<file path="config.mk">
export PLATFORM = sky130hd
export DESIGN_NAME = wb_lsu_master
export DESIGN_NICKNAME = d
export VERILOG_FILES = /design/src/rtl/wb_lsu_master.sv
export SDC_FILE = /design/constraint.sdc
export NUM_CORES = 1
export LEC_CHECK = 0
export ABC_AREA = 1
export CAP_MARGIN = 5
export CORE_ASPECT_RATIO = 1.4
export CORE_MARGIN = 5
export CORE_UTILIZATION = 52
export DETAILED_ROUTE_END_ITERATION = 16
export GPL_TIMING_DRIVEN = 0
export PLACE_DENSITY = 0.85
export SETUP_SLACK_MARGIN = 0.1
export SLEW_MARGIN = 20
export SYNTH_ARGS = -nofsm -noshare
export SYNTH_HDL_FRONTEND = slang
export SYNTH_SLANG_ARGS = --single-unit
</file>
<file path="constraint.sdc">
create_clock -name clk_i -period 13.1 [get_ports clk_i]
set_input_delay 1.965 -clock clk_i [delete_from_list [all_inputs] [get_ports clk_i]]
set_output_delay 1.965 -clock clk_i [all_outputs]
set_load 0.01 [all_outputs]
</file>
<file path="src/rtl/wb_lsu_master.sv">
// wb_lsu_master: turns one CPU load/store request into a single Wishbone classic cycle
//   clk_i, rst_i          clock, asynchronous active-high reset
//   req_*                 CPU request (valid/ready handshake, we, size, signed, addr, wdata)
//   rsp_*                 one-cycle response pulse with extended load data and error flag
//   cyc_o..dat_o          Wishbone master outputs, all registered
//   dat_i, ack_i, err_i,
//   rty_i                 Wishbone slave read data and terminations
module wb_lsu_master #(
   parameter int TIMEOUT_CYCLES = 255
) (
   input  logic        clk_i,
   input  logic        rst_i,
   input  logic        req_valid_i,
   output logic        req_ready_o,
   input  logic        req_we_i,
   input  logic [1:0]  req_size_i,
   input  logic        req_signed_i,
   input  logic [31:0] req_addr_i,
   input  logic [31:0] req_wdata_i,
   output logic        rsp_valid_o,
   output logic [31:0] rsp_rdata_o,
   output logic        rsp_err_o,
   output logic        cyc_o,
   output logic        stb_o,
   output logic        we_o,
   output logic [31:0] adr_o,
   output logic [3:0]  sel_o,
   output logic [31:0] dat_o,
   input  logic [31:0] dat_i,
   input  logic        ack_i,
   input  logic        err_i,
   input  logic        rty_i
);
   localparam int CW = $clog2(TIMEOUT_CYCLES + 1);
   typedef enum logic [1:0] {IDLE, ACTIVE, RETRY, RESP} state_t;
   state_t      state_q, state_d;
   logic [CW-1:0] cnt_q, cnt_d;
   logic [31:0] a_addr_q, a_addr_d, a_dat_q, a_dat_d;
   logic        a_we_q, a_we_d, a_sgn_q, a_sgn_d;
   logic [1:0]  a_size_q, a_size_d;
   logic [3:0]  a_sel_q, a_sel_d;
   logic        ready_q, ready_d, valid_q, valid_d, err_q, err_d, cyc_q, cyc_d, we_q, we_d;
   logic [31:0] rdata_q, rdata_d, adr_q, adr_d, dat_q, dat_d;
   logic [3:0]  sel_q, sel_d;
   logic        accept, bad, idle_term, timeout;
   logic [31:0] lane, ext;
   assign accept    = state_q == IDLE && req_valid_i;
   assign bad       = req_size_i == 2'b11 || (req_size_i == 2'b01 && req_addr_i[0])
                   || (req_size_i == 2'b10 && req_addr_i[1:0] != 2'b00);
   // no termination this cycle; the counter only advances on silent bus cycles
   assign idle_term = state_q == ACTIVE && !err_i && !ack_i && !rty_i;
   assign timeout   = idle_term && cnt_q >= CW'(TIMEOUT_CYCLES - 1);
   assign lane      = dat_i >> {a_addr_q[1:0], 3'b000};
   assign ext       = a_size_q == 2'b00 ? {{24{a_sgn_q & lane[7]}}, lane[7:0]}
                    : a_size_q == 2'b01 ? {{16{a_sgn_q & lane[15]}}, lane[15:0]} : lane;
   always_ff @(posedge clk_i or posedge rst_i) begin
      if (rst_i) begin
         state_q  <= IDLE;
         cnt_q    <= '0;
         a_addr_q <= '0;
         a_dat_q  <= '0;
         a_we_q   <= 1'b0;
         a_sgn_q  <= 1'b0;
         a_size_q <= '0;
         a_sel_q  <= '0;
         ready_q  <= 1'b1;
         valid_q  <= 1'b0;
         err_q    <= 1'b0;
         rdata_q  <= '0;
         cyc_q    <= 1'b0;
         we_q     <= 1'b0;
         adr_q    <= '0;
         sel_q    <= '0;
         dat_q    <= '0;
      end else begin
         state_q  <= state_d;
         cnt_q    <= cnt_d;
         a_addr_q <= a_addr_d;
         a_dat_q  <= a_dat_d;
         a_we_q   <= a_we_d;
         a_sgn_q  <= a_sgn_d;
         a_size_q <= a_size_d;
         a_sel_q  <= a_sel_d;
         ready_q  <= ready_d;
         valid_q  <= valid_d;
         err_q    <= err_d;
         rdata_q  <= rdata_d;
         cyc_q    <= cyc_d;
         we_q     <= we_d;
         adr_q    <= adr_d;
         sel_q    <= sel_d;
         dat_q    <= dat_d;
      end
   end
   always_comb begin
      state_d = state_q;
      case (state_q)
         IDLE:    state_d = accept ? (bad ? RESP : ACTIVE) : IDLE;
         ACTIVE:  state_d = (err_i || ack_i || timeout) ? RESP : rty_i ? RETRY : ACTIVE;
         RETRY:   state_d = ACTIVE;
         default: state_d = IDLE;
      endcase
      // saturating counter, cleared only at accept so it spans retries
      cnt_d    = accept ? '0 : (idle_term && cnt_q != CW'(TIMEOUT_CYCLES)) ? cnt_q + 1'b1 : cnt_q;
      a_addr_d = accept ? req_addr_i : a_addr_q;
      a_we_d   = accept ? req_we_i : a_we_q;
      a_sgn_d  = accept ? req_signed_i : a_sgn_q;
      a_size_d = accept ? req_size_i : a_size_q;
      a_sel_d  = !accept ? a_sel_q : req_size_i == 2'b00 ? 4'b0001 << req_addr_i[1:0]
               : req_size_i == 2'b01 ? 4'b0011 << req_addr_i[1:0] : 4'b1111;
      a_dat_d  = !accept ? a_dat_q : !req_we_i ? 32'h0
               : req_size_i == 2'b00 ? {4{req_wdata_i[7:0]}}
               : req_size_i == 2'b01 ? {2{req_wdata_i[15:0]}} : req_wdata_i;
   end
   always_comb begin
      ready_d = state_d == IDLE;
      valid_d = state_d == RESP;
      cyc_d   = state_d == ACTIVE;
      err_d   = (accept && bad) || (state_q == ACTIVE && (err_i || (!ack_i && timeout)));
      rdata_d = (state_q == ACTIVE && !err_i && ack_i && !a_we_q) ? ext : 32'h0;
      we_d    = cyc_d && a_we_d;
      adr_d   = cyc_d ? {a_addr_d[31:2], 2'b00} : 32'h0;
      sel_d   = cyc_d ? a_sel_d : 4'h0;
      dat_d   = cyc_d ? a_dat_d : 32'h0;
   end
   assign req_ready_o = ready_q;
   assign rsp_valid_o = valid_q;
   assign rsp_err_o   = err_q;
   assign rsp_rdata_o = rdata_q;
   assign cyc_o       = cyc_q;
   assign stb_o       = cyc_q;
   assign we_o        = we_q;
   assign adr_o       = adr_q;
   assign sel_o       = sel_q;
   assign dat_o       = dat_q;
endmodule
</file>
# After elaboration in Yosys (flattened, before gate mapping)
# Index checks and enable logic that the tools add are counted.
# classes
n_lt_le_gt_ge	1
bitwise	2
shift	3
add_sub_neg	1
eq_ne	9
reduce_logical	30
n_mux	22
# ops
cell	n
$mux 32	10
$shr 32x5->32	1
$mux 4	4
$mux 8	2
$logic_and 1x1->1	14
$add 8x1->8 const B	1
$eq 2x1->1 const B	4
$eq 2x2->1 const B	4
$ge 8x8->1 const B	1
$logic_not 2->1	4
$mux 2	4
$ne 8x8->1 const B	1
$logic_or 1x1->1	6
$pmux 2 s3	1
$logic_not 1->1	4
$reduce_bool 2->1	2
$shl 1x2->4 const A	1
$shl 2x2->4 const A	1
$and 1x1->1	2
$mux 1	1
# word_totals
register_bits	187
output_inout_bits	106
word_cells	86
in_bits	106

# Depth between registers and ports, before layout
# Gate-level depths: netlist (run 1).
# depth
ltp_word	10
ltp_mapped	11
mapped_depth_nobuf	9

# Worst setup path after synthesis (run 1)
# Ideal clock, no wire load.
# synth_path
path_type	in2reg
from	input req_addr_i[0]
to	register dat_q[13], in the netlist dat_o[13]
cell_stages	8
path_slack_ns	10.097
required_ns	12.975
arrival_time_ns	2.878
path_buffers	2
setup_time_ns	0.125
path_cell_list	inv_1 ha_1 o21ai_1 o211ai_2 nand3_2 buf_6 buf_6 nor2_1
# synth_between
elab_chain_cells	8
word_cells_on_any_way	10
cone_classes	eq/ne: 1; mux: 4; reduce/logical: 5
# synth_rtl
item	line_no	source
start, declared	18	input logic [31:0] req_addr_i,
$reduce_bool 2->1 / $logic_and 1x1->1 (equally long branches)	49, 48	
$logic_and 1x1->1 / $logic_or 1x1->1 (equally long branches)	49, 48	
$logic_or 1x1->1 *	49	|| (req_size_i == 2'b10 && req_addr_i[1:0] != 2'b00);
$mux 2 * (2 in series)	98	IDLE: state_d = accept ? (bad ? RESP : ACTIVE) : IDLE;
$pmux 2 s3 *	97	case (state_q)
$eq 2x1->1 *	118	cyc_d = state_d == ACTIVE;
$mux 32 *	124	dat_d = cyc_d ? a_dat_d : 32'h0;
net dat_d[13]	43	logic [31:0] rdata_q, rdata_d, adr_q, adr_d, dat_q, dat_d;
end signal, assigned	92	dat_q <= dat_d;
end, declared	43	
# Mark *: on every way through the listed nets, which the timed path passes. The rest lies on a longest branch.
# A chain may end at the register's enable or synchronous reset.

# Worst setup path in the final report (run 1)
# layout_path
from	input req_addr_i[0]
to	register dat_q[14], in the netlist dat_o[14]
# The elaborated chain is that of the path after synthesis.

==> metrics.md, run 1 <==
| Metric | Value |
|---|---|
| WHS Endpoint | `a_dat_q[14]` |
| Routed wire per std cell | `~16 µm` |
| Worst-path clk slew | `approximately 0.07 ns` |
| Post-CTS Resized | `0` |
| Hold Buf Count CTS | `0` |
| CP Launch Type | `input port` |
| Placed Cells | `1260` |
| Max_cap viols | `0` |
| Hold Path Origin | `a_dat_q[14]` |
| Setup Viol. Count Final | `0` |
| Met2 usage | `43.9%` |
| R2R setup slack | `11.24 ns` |
| Max-slew violations | `0` |
| # port buffers | `209` |
| Setup Crit Path Kind | `input port to flip-flop` |
| Status | `complete, no violations` |
| Power Density | `207 nW/µm²` |
| Antenna-violating nets left | `0` |
| RSZ-0062 raised after global routing | `false` |
| Non-Filler Instances | `~1300` |
| Fin Clk Skew | `0.00849 ns` |
| Tcrit/Tclk final | `a little over a quarter` |
| Routed WL | `21200 µm` |
| Area occupied by multi-input gates | `2430 µm²` |
| Gr busiest metal | `met2` |
| Clk buf depth | `2` |
| First-pass GRT wire length | `34000 µm` |
| Die width | `113 µm` |
| Synth Warn # | `0` |
| Largest net degree at the start of global routing | `74` |
| Netlist cell types | `35` |
| WHS | `roughly 0.5 ns` |
| Post-route minimum period | `3.49 ns` |
| #FFs+latches synth | `roughly 190` |
| Iteration-0 DRC Markers | `462` |
| TritonRoute pass-1 iters | `7` |
| Layout Nets | `1202` |
| Cells after Synth | `approximately 860` |
| Filler Cell Count | `1044` |
| Vias in the first global route | `6750` |
| Full die area | `17400 µm²` |
| Drt drc | `0` |
| Core area | `14500 µm²` |
| Ys flop type | `dfrtp_1` |
| Worst relative slew slack | `around 50%` |
| Setup_tns | `0 ns` |
| Clock sinks | `between 150 and 200` |
| Synth top area share | `59.6%` |
| GRT Overall Usage | `24.9%` |
| HP Class | `flip-flop to flip-flop` |
| DP Wirelength | `around 15000 µm` |
| Met1 usage | `~28%` |
| Crit. End Element | `flip-flop` |
| Fmax | `287 MHz` |
| # IOs | `about 210` |
| Tot Pwr | `2.22 mW` |
| GPL Wtd Cong | `0.882` |
| Top cells by count, synth | `dfrtp_1 (184), nand2_1 (178), nor2_1 (133), inv_1 (107), o21ai_0 (46)` |
| Reg2reg end | `a_dat_q[29]` |
| Syn Area/Cell | `8.99 µm²` |
| Clock root buffer | `clkbuf_16` |
| Most numerous cell in the Yosys netlist | `dfrtp_1` |
| Die Y-Extent | `154 µm` |
| CTS buffer count | `17` |
| Critical Path Fanout Max | `10` |
| Initial core utilization | `between 50% and 60%` |
| ANT cells | `0` |
| Hold path depth | `2` |
| Antenna violations before repair | `0` |
| Required time worst endpoint | `between 10 and 15 ns` |
| CTS tree | `yes` |
| Reg area | `about 4600 µm²` |
| FF-to-FF Start | `state_q[0]` |
| Met3 usage | `6.61%` |
| Final hold violations | `0` |
| Routed vias | `6531` |
| Via density | `5.05` |
| Htree depth | `4` |
| Area leader, netlist | `dfrtp_1` |
| Syn-to-layout area delta | `38.9%` |
| R2R depth | `8` |
| Post-synth EDFFs | `0` |
| P_leak | `5.42 nW` |
| WP data arrival | `3.80 ns` |
| Max VDD drop | `0.000124 V` |
| Worst slew pin tran | `roughly 0.75 ns` |
| Asr flop ratio synth | `100%` |
| Postcts setup bufs | `0` |
| Register area share after synthesis | `60.0%` |
| Site row count | `52` |
| Largest cells by area after synthesis | `dfrtp_1 (60%), nand2_1 (8.7%), nor2_1 (6.5%)` |
| Synthesized cell area | `~7700 µm²` |
| Layout cells sized above 1 | `7.71%` |
| Clk_lat worst skew | `0.42 ns` |
| Setup ws final | `9.61 ns` |
| Total gr overflow | `0` |
| Pre-CTS WS | `roughly 9 ns` |
[flip-flops by register name (all words and copies together) (netlist names), 4 cells and up]
name,flops
cnt_q,8
adr_o,30
a_dat_q,32
a_sel_q,4
rsp_rdata_o,32
sel_o,4
a_addr_q,32
dat_o,32
[cell type report]
cell class | count | share of cell area [%]
plain buffers | 43 | 2.10
clock buffers | 17 | 3.96
clock inverters | 15 | 1.74
inverters | 118 | 4.20
multi-input cells | 514 | 22.6
flip-flops and latches | 185 | 43.2
well taps | 189 | 2.20
repair buffers | 211 | 20.0
[cell usage in the layout, fill, tap and decap left out, drive strengths merged]
master	instances
o211ai	1
clkinv	6
a22oi	16
o211a	7
o22ai	3
nand2	180
conb	2
dfstp	1
inv	125
xnor2	1
nor4	1
nand4	2
dfrtp	184
o21ai	71
nand3b	1
clkdlybuf4s50	209
o21bai	1
bufinv	2
buf	34
ha	6
or2	33
nand3	31
a21oi	18
xor2	3
a21boi	1
clkbuf	28
nor2	136
[cell families (layout without fill, tap and decap cells)]
kind of cell / Yosys count / count (layout) / share of synthesized area, %
xor gates and xnor gates: 4 / 4 / 0.454
AOI/OAI and AO/OA: 118 / 118 / 8.83
adders and majority gates: 6 / 6 / 0.972
DFF: 185 / 185 / 60.0
other: 1 / 2 / 0.0486
and+or+nand+nor: 384 / 384 / 21.1
buffers and inverters: 161 / 404 / 8.65
[power breakdown]
part / total [mW] / switching (mW) / internal, mW
Sequential: 0.824 / 0.0590 / 0.765
Combinational: 0.873 / 0.511 / 0.362
Clock: 0.528 / 0.237 / 0.290
Total: 2.22 / 0.808 / 1.42
[metal layers]
| metal | routed length [µm] | vias up |
|---|---|---|
| met5 | 0 | - |
| met4 | 911 | 0 |
| met3 | 1610 | 59 |
| met2 | 10900 | 277 |
| met1 | 7780 | 3088 |
| li1 | - | 3107 |
[worst max-delay path by stage]
stage | start | endpoint | slack (ns) | cells past startpoint
floorplan | rst_i | a_addr_q[0] | 6.11 | 1
global placement | rst_i | dat_o[7] | 3.92 | 2
detailed placement | req_addr_i[0] | dat_o[14] | 9.17 | 9
CTS | req_addr_i[0] | dat_o[14] | 9.60 | 9
global route | req_addr_i[0] | dat_o[14] | 9.49 | 9
finish | req_addr_i[0] | dat_o[14] | 9.61 | 9
[metrics by stage]
stage / util [%] / instance area, µm²
floorplan: - / 7730
global placement: 69.3 / 10100
detailed placement: 69.7 / 10100
CTS: 74.0 / 10700
global route: 74.0 / 10700
finish: 74.0 / 10700
[critical path: stages]
cell	delay, ns
clkdlybuf4s50_1	0.57
inv_1	0.11
ha_1	0.23
o21ai_1	0.17
o211ai_2	0.19
nand3_2	0.16
buf_6	0.18
buf_6	0.16
nor2_1	0.05
No activity file was read; power rests on OpenSTA's default activity.
==> run 2: changes to the inputs <==
--- a/config.mk
+++ b/config.mk
@@ -9,10 +9,10 @@
 export CAP_MARGIN = 5
 export CORE_ASPECT_RATIO = 1.4
 export CORE_MARGIN = 5
-export CORE_UTILIZATION = 52
+export CORE_UTILIZATION = 48
 export DETAILED_ROUTE_END_ITERATION = 16
 export GPL_TIMING_DRIVEN = 0
-export PLACE_DENSITY = 0.85
+export PLACE_DENSITY = 0.8
 export SETUP_SLACK_MARGIN = 0.1
 export SLEW_MARGIN = 20
 export SYNTH_ARGS = -nofsm -noshare
==> constraint.sdc (replaced) <==
create_clock -name clk_i -period 3.55 [get_ports clk_i]
set_input_delay 0.5325 -clock clk_i [delete_from_list [all_inputs] [get_ports clk_i]]
set_output_delay 0.5325 -clock clk_i [all_outputs]
set_load 0.01 [all_outputs]
==> metrics.md, run 2 (synthesis gave the netlist of run 1 again) <==
| Metric | Value |
|---|---|
| CTS tree | `yes` |
| Clk buf depth | `2` |
| Routed wire per std cell | `approximately 16 µm` |
| Buf+Inv Stages, Crit Path | `4` |
| Die width | `approximately 120 µm` |
| ANT cells | `0` |
| Status | `complete, no violations` |
| HP Class | `flip-flop to flip-flop` |
| First-pass GRT wire length | `33500 µm` |
| Hold Path Origin | `a_dat_q[21]` |
| Reg2reg end | `dat_o[29]` |
| Die Y-Extent | `between 150 and 200 µm` |
| Max-slew violations | `0` |
| Routed WL | `~21000 µm` |
| CP Launch Type | `input port` |
| Via density | `about 4.9` |
| Clock root buffer | `clkbuf_16` |
| Layout cells sized above 1 | `under 10%` |
| Max_cap viols | `0` |
| # port buffers | `209` |
| R2R setup slack | `1.73 ns` |
| WP depth | `9` |
| Power Density | `764 nW/µm²` |
| Crit-path cells | `clkdlybuf4s50_1 -> inv_1 -> ha_1 -> o21ai_1 -> o211ai_2 -> nand3_2 -> buf_6 -> buf_6 -> nor2_1` |
| Fin Clk Skew | `0.00982 ns` |
| Most common cell on crit path | `buf_6` |
| Pre-CTS WS | `between 0.9 and 1 ns` |
| Fmax | `475 MHz` |
| CTS buffer count | `17` |
| WHS Endpoint | `a_dat_q[21]` |
| Antenna violations before repair | `0` |
| Clock sinks | `185` |
| GRT Overall Usage | `23.1%` |
| Htree depth | `4` |
| Filler Cell Count | `1285` |
| Setup ws final | `1.44 ns` |
| P_leak | `5.44 nW` |
| Iteration-0 DRC Markers | `389` |
| WP data arrival | `around 2.4 ns` |
| Worst slew pin tran | `between 0.7 and 0.8 ns` |
| Site row count | `55` |
| CP top delay family | `buffers and inverters` |
| Crit. End Element | `flip-flop` |
| Routed vias | `roughly 6400` |
| Max VDD drop | `0.000508 V` |
| TritonRoute pass-1 iters | `5` |
| Required time worst endpoint | `3.86 ns` |
| Worst relative slew slack | `48.6%` |
| Critical Path Fanout Max | `10` |
| GPL Wtd Cong | `between 0.8 and 0.9` |
| Hold Buf Count CTS | `0` |
| Largest net degree at the start of global routing | `35` |
| Post-CTS Resized | `0` |
| CP peak stage delay | `0.56 ns` |
| Final hold violations | `0` |
| Commonest non-fill, non-tap cells in the layout | `clkdlybuf4s50_1 (209), dfrtp_1 (184), nand2_1 (178), nor2_1 (133), inv_1 (106)` |
| Vias in the first global route | `6674` |
| DP Wirelength | `15800 µm` |
| FF-to-FF Start | `state_q[0]` |
| Worst-path clk slew | `0.07 ns` |
| Critical-path top delay cell | `clkdlybuf4s50_1` |
| Core area | `16000 µm²` |
| Full die area | `18800 µm²` |
| Post-route minimum period | `about 2.1 ns` |
| Commonest non-fill, non-tap cell in the layout | `clkdlybuf4s50_1` |
| Antenna-violating nets left | `0` |
| RSZ-0062 raised after global routing | `false` |
| Layout Nets | `1205` |
| Initial core utilization | `48.4%` |
| R2R depth | `8` |
| Hold path depth | `2` |
| Clk_lat worst skew | `0.43 ns` |
| # IOs | `about 210` |
| Drt drc | `0` |
| Total gr overflow | `0` |
| Tcrit/Tclk final | `between 50 and 60%` |
| Fin util | `67.7%` |
| Setup Crit Path Kind | `input port to flip-flop` |
| Syn-to-layout area delta | `39.9%` |
| Postcts setup bufs | `0` |
| Setup Viol. Count Final | `0` |
[run 2: where the power goes]
part / internal (mW) / switching [mW] / leakage (nW)
Clock: 1.21 / 0.822 / 0.306
Sequential: 2.82 / 0.210 / 2.39
Combinational: 1.34 / 1.85 / 2.74
Total: 5.37 / 2.88 / 5.44
[run 2: worst max-delay path by stage]
| stage | startpoint | endpoint | slack, ns |
|---|---|---|---|
| after floorplan | rst_i | a_addr_q[0] | 0.64 |
| after global placement | rst_i | adr_o[5] | -0.76 |
| after detailed placement | req_addr_i[0] | dat_o[20] | 0.98 |
| after CTS | req_addr_i[0] | dat_o[15] | 1.43 |
| after global routing | req_addr_i[0] | dat_o[15] | 1.37 |
| final | req_addr_i[0] | dat_o[15] | 1.44 |
[run 2: tightest hold or removal path, stage by stage (launching register included)]
cell and delay (ns):
dfrtp_1 0.33, a22oi_1 0.08, inv_1 0.05
[run 2: final cells by class]
class	instances	area [µm²]	area share, %
multi-input combinational	514	2430	22.5
timing repair buffer	214	2190	20.3
inverter	118	447	4.13
tap	199	249	2.30
sequential	185	4630	42.9
clock buffer	19	443	4.10
buffer	43	225	2.08
clock inverter	13	191	1.77
[run 2: metrics by stage]
stage | power, mW | instances | instance area, µm² | TNS, ns | hold slack [ns]
after floorplan | 4.88 | 860 | 7730 | 0 | 0.463
after global placement | 6.18 | 1268 | 10100 | -136.36 | 0.477
after detailed placement | 6.29 | 1273 | 10200 | 0 | 0.483
after CTS | 8.34 | 1305 | 10800 | 0 | 0.499
after global routing | 8.80 | 1305 | 10800 | 0 | 0.521
final | 8.25 | 1305 | 10800 | 0 | 0.495
[run 2: metal layers]
| metal | track usage (%) | wire [µm] | vias up |
|---|---|---|---|
| met5 | 0 | 0 | - |
| met4 | 9.49 | 688 | 0 |
| met3 | 6.48 | 1490 | 39 |
| met2 | 40.4 | 11300 | 226 |
| met1 | 26.0 | 7680 | 2997 |
| li1 | - | - | 3100 |
==> run 3: changes to the inputs <==
==> constraint.sdc (replaced) <==
create_clock -name clk_i -period 2.2 [get_ports clk_i]
set_input_delay 0.33 -clock clk_i [delete_from_list [all_inputs] [get_ports clk_i]]
set_output_delay 0.33 -clock clk_i [all_outputs]
set_load 0.01 [all_outputs]
==> results of run 3 <==
The final DEF is identical to that of run 2. Status: complete, no violations.
Among the figures that moved: setup slack after placement 0.983 ns -> -0.164 ns; setup slack after layout 1.44 ns -> 0.297 ns; hold slack 0.495 ns -> 0.374 ns; register-to-register setup slack 1.73 ns -> 0.38 ns; total power 8.25 mW -> 13.3 mW; worst IR drop on VDD 0.000508 V -> 0.000819 V
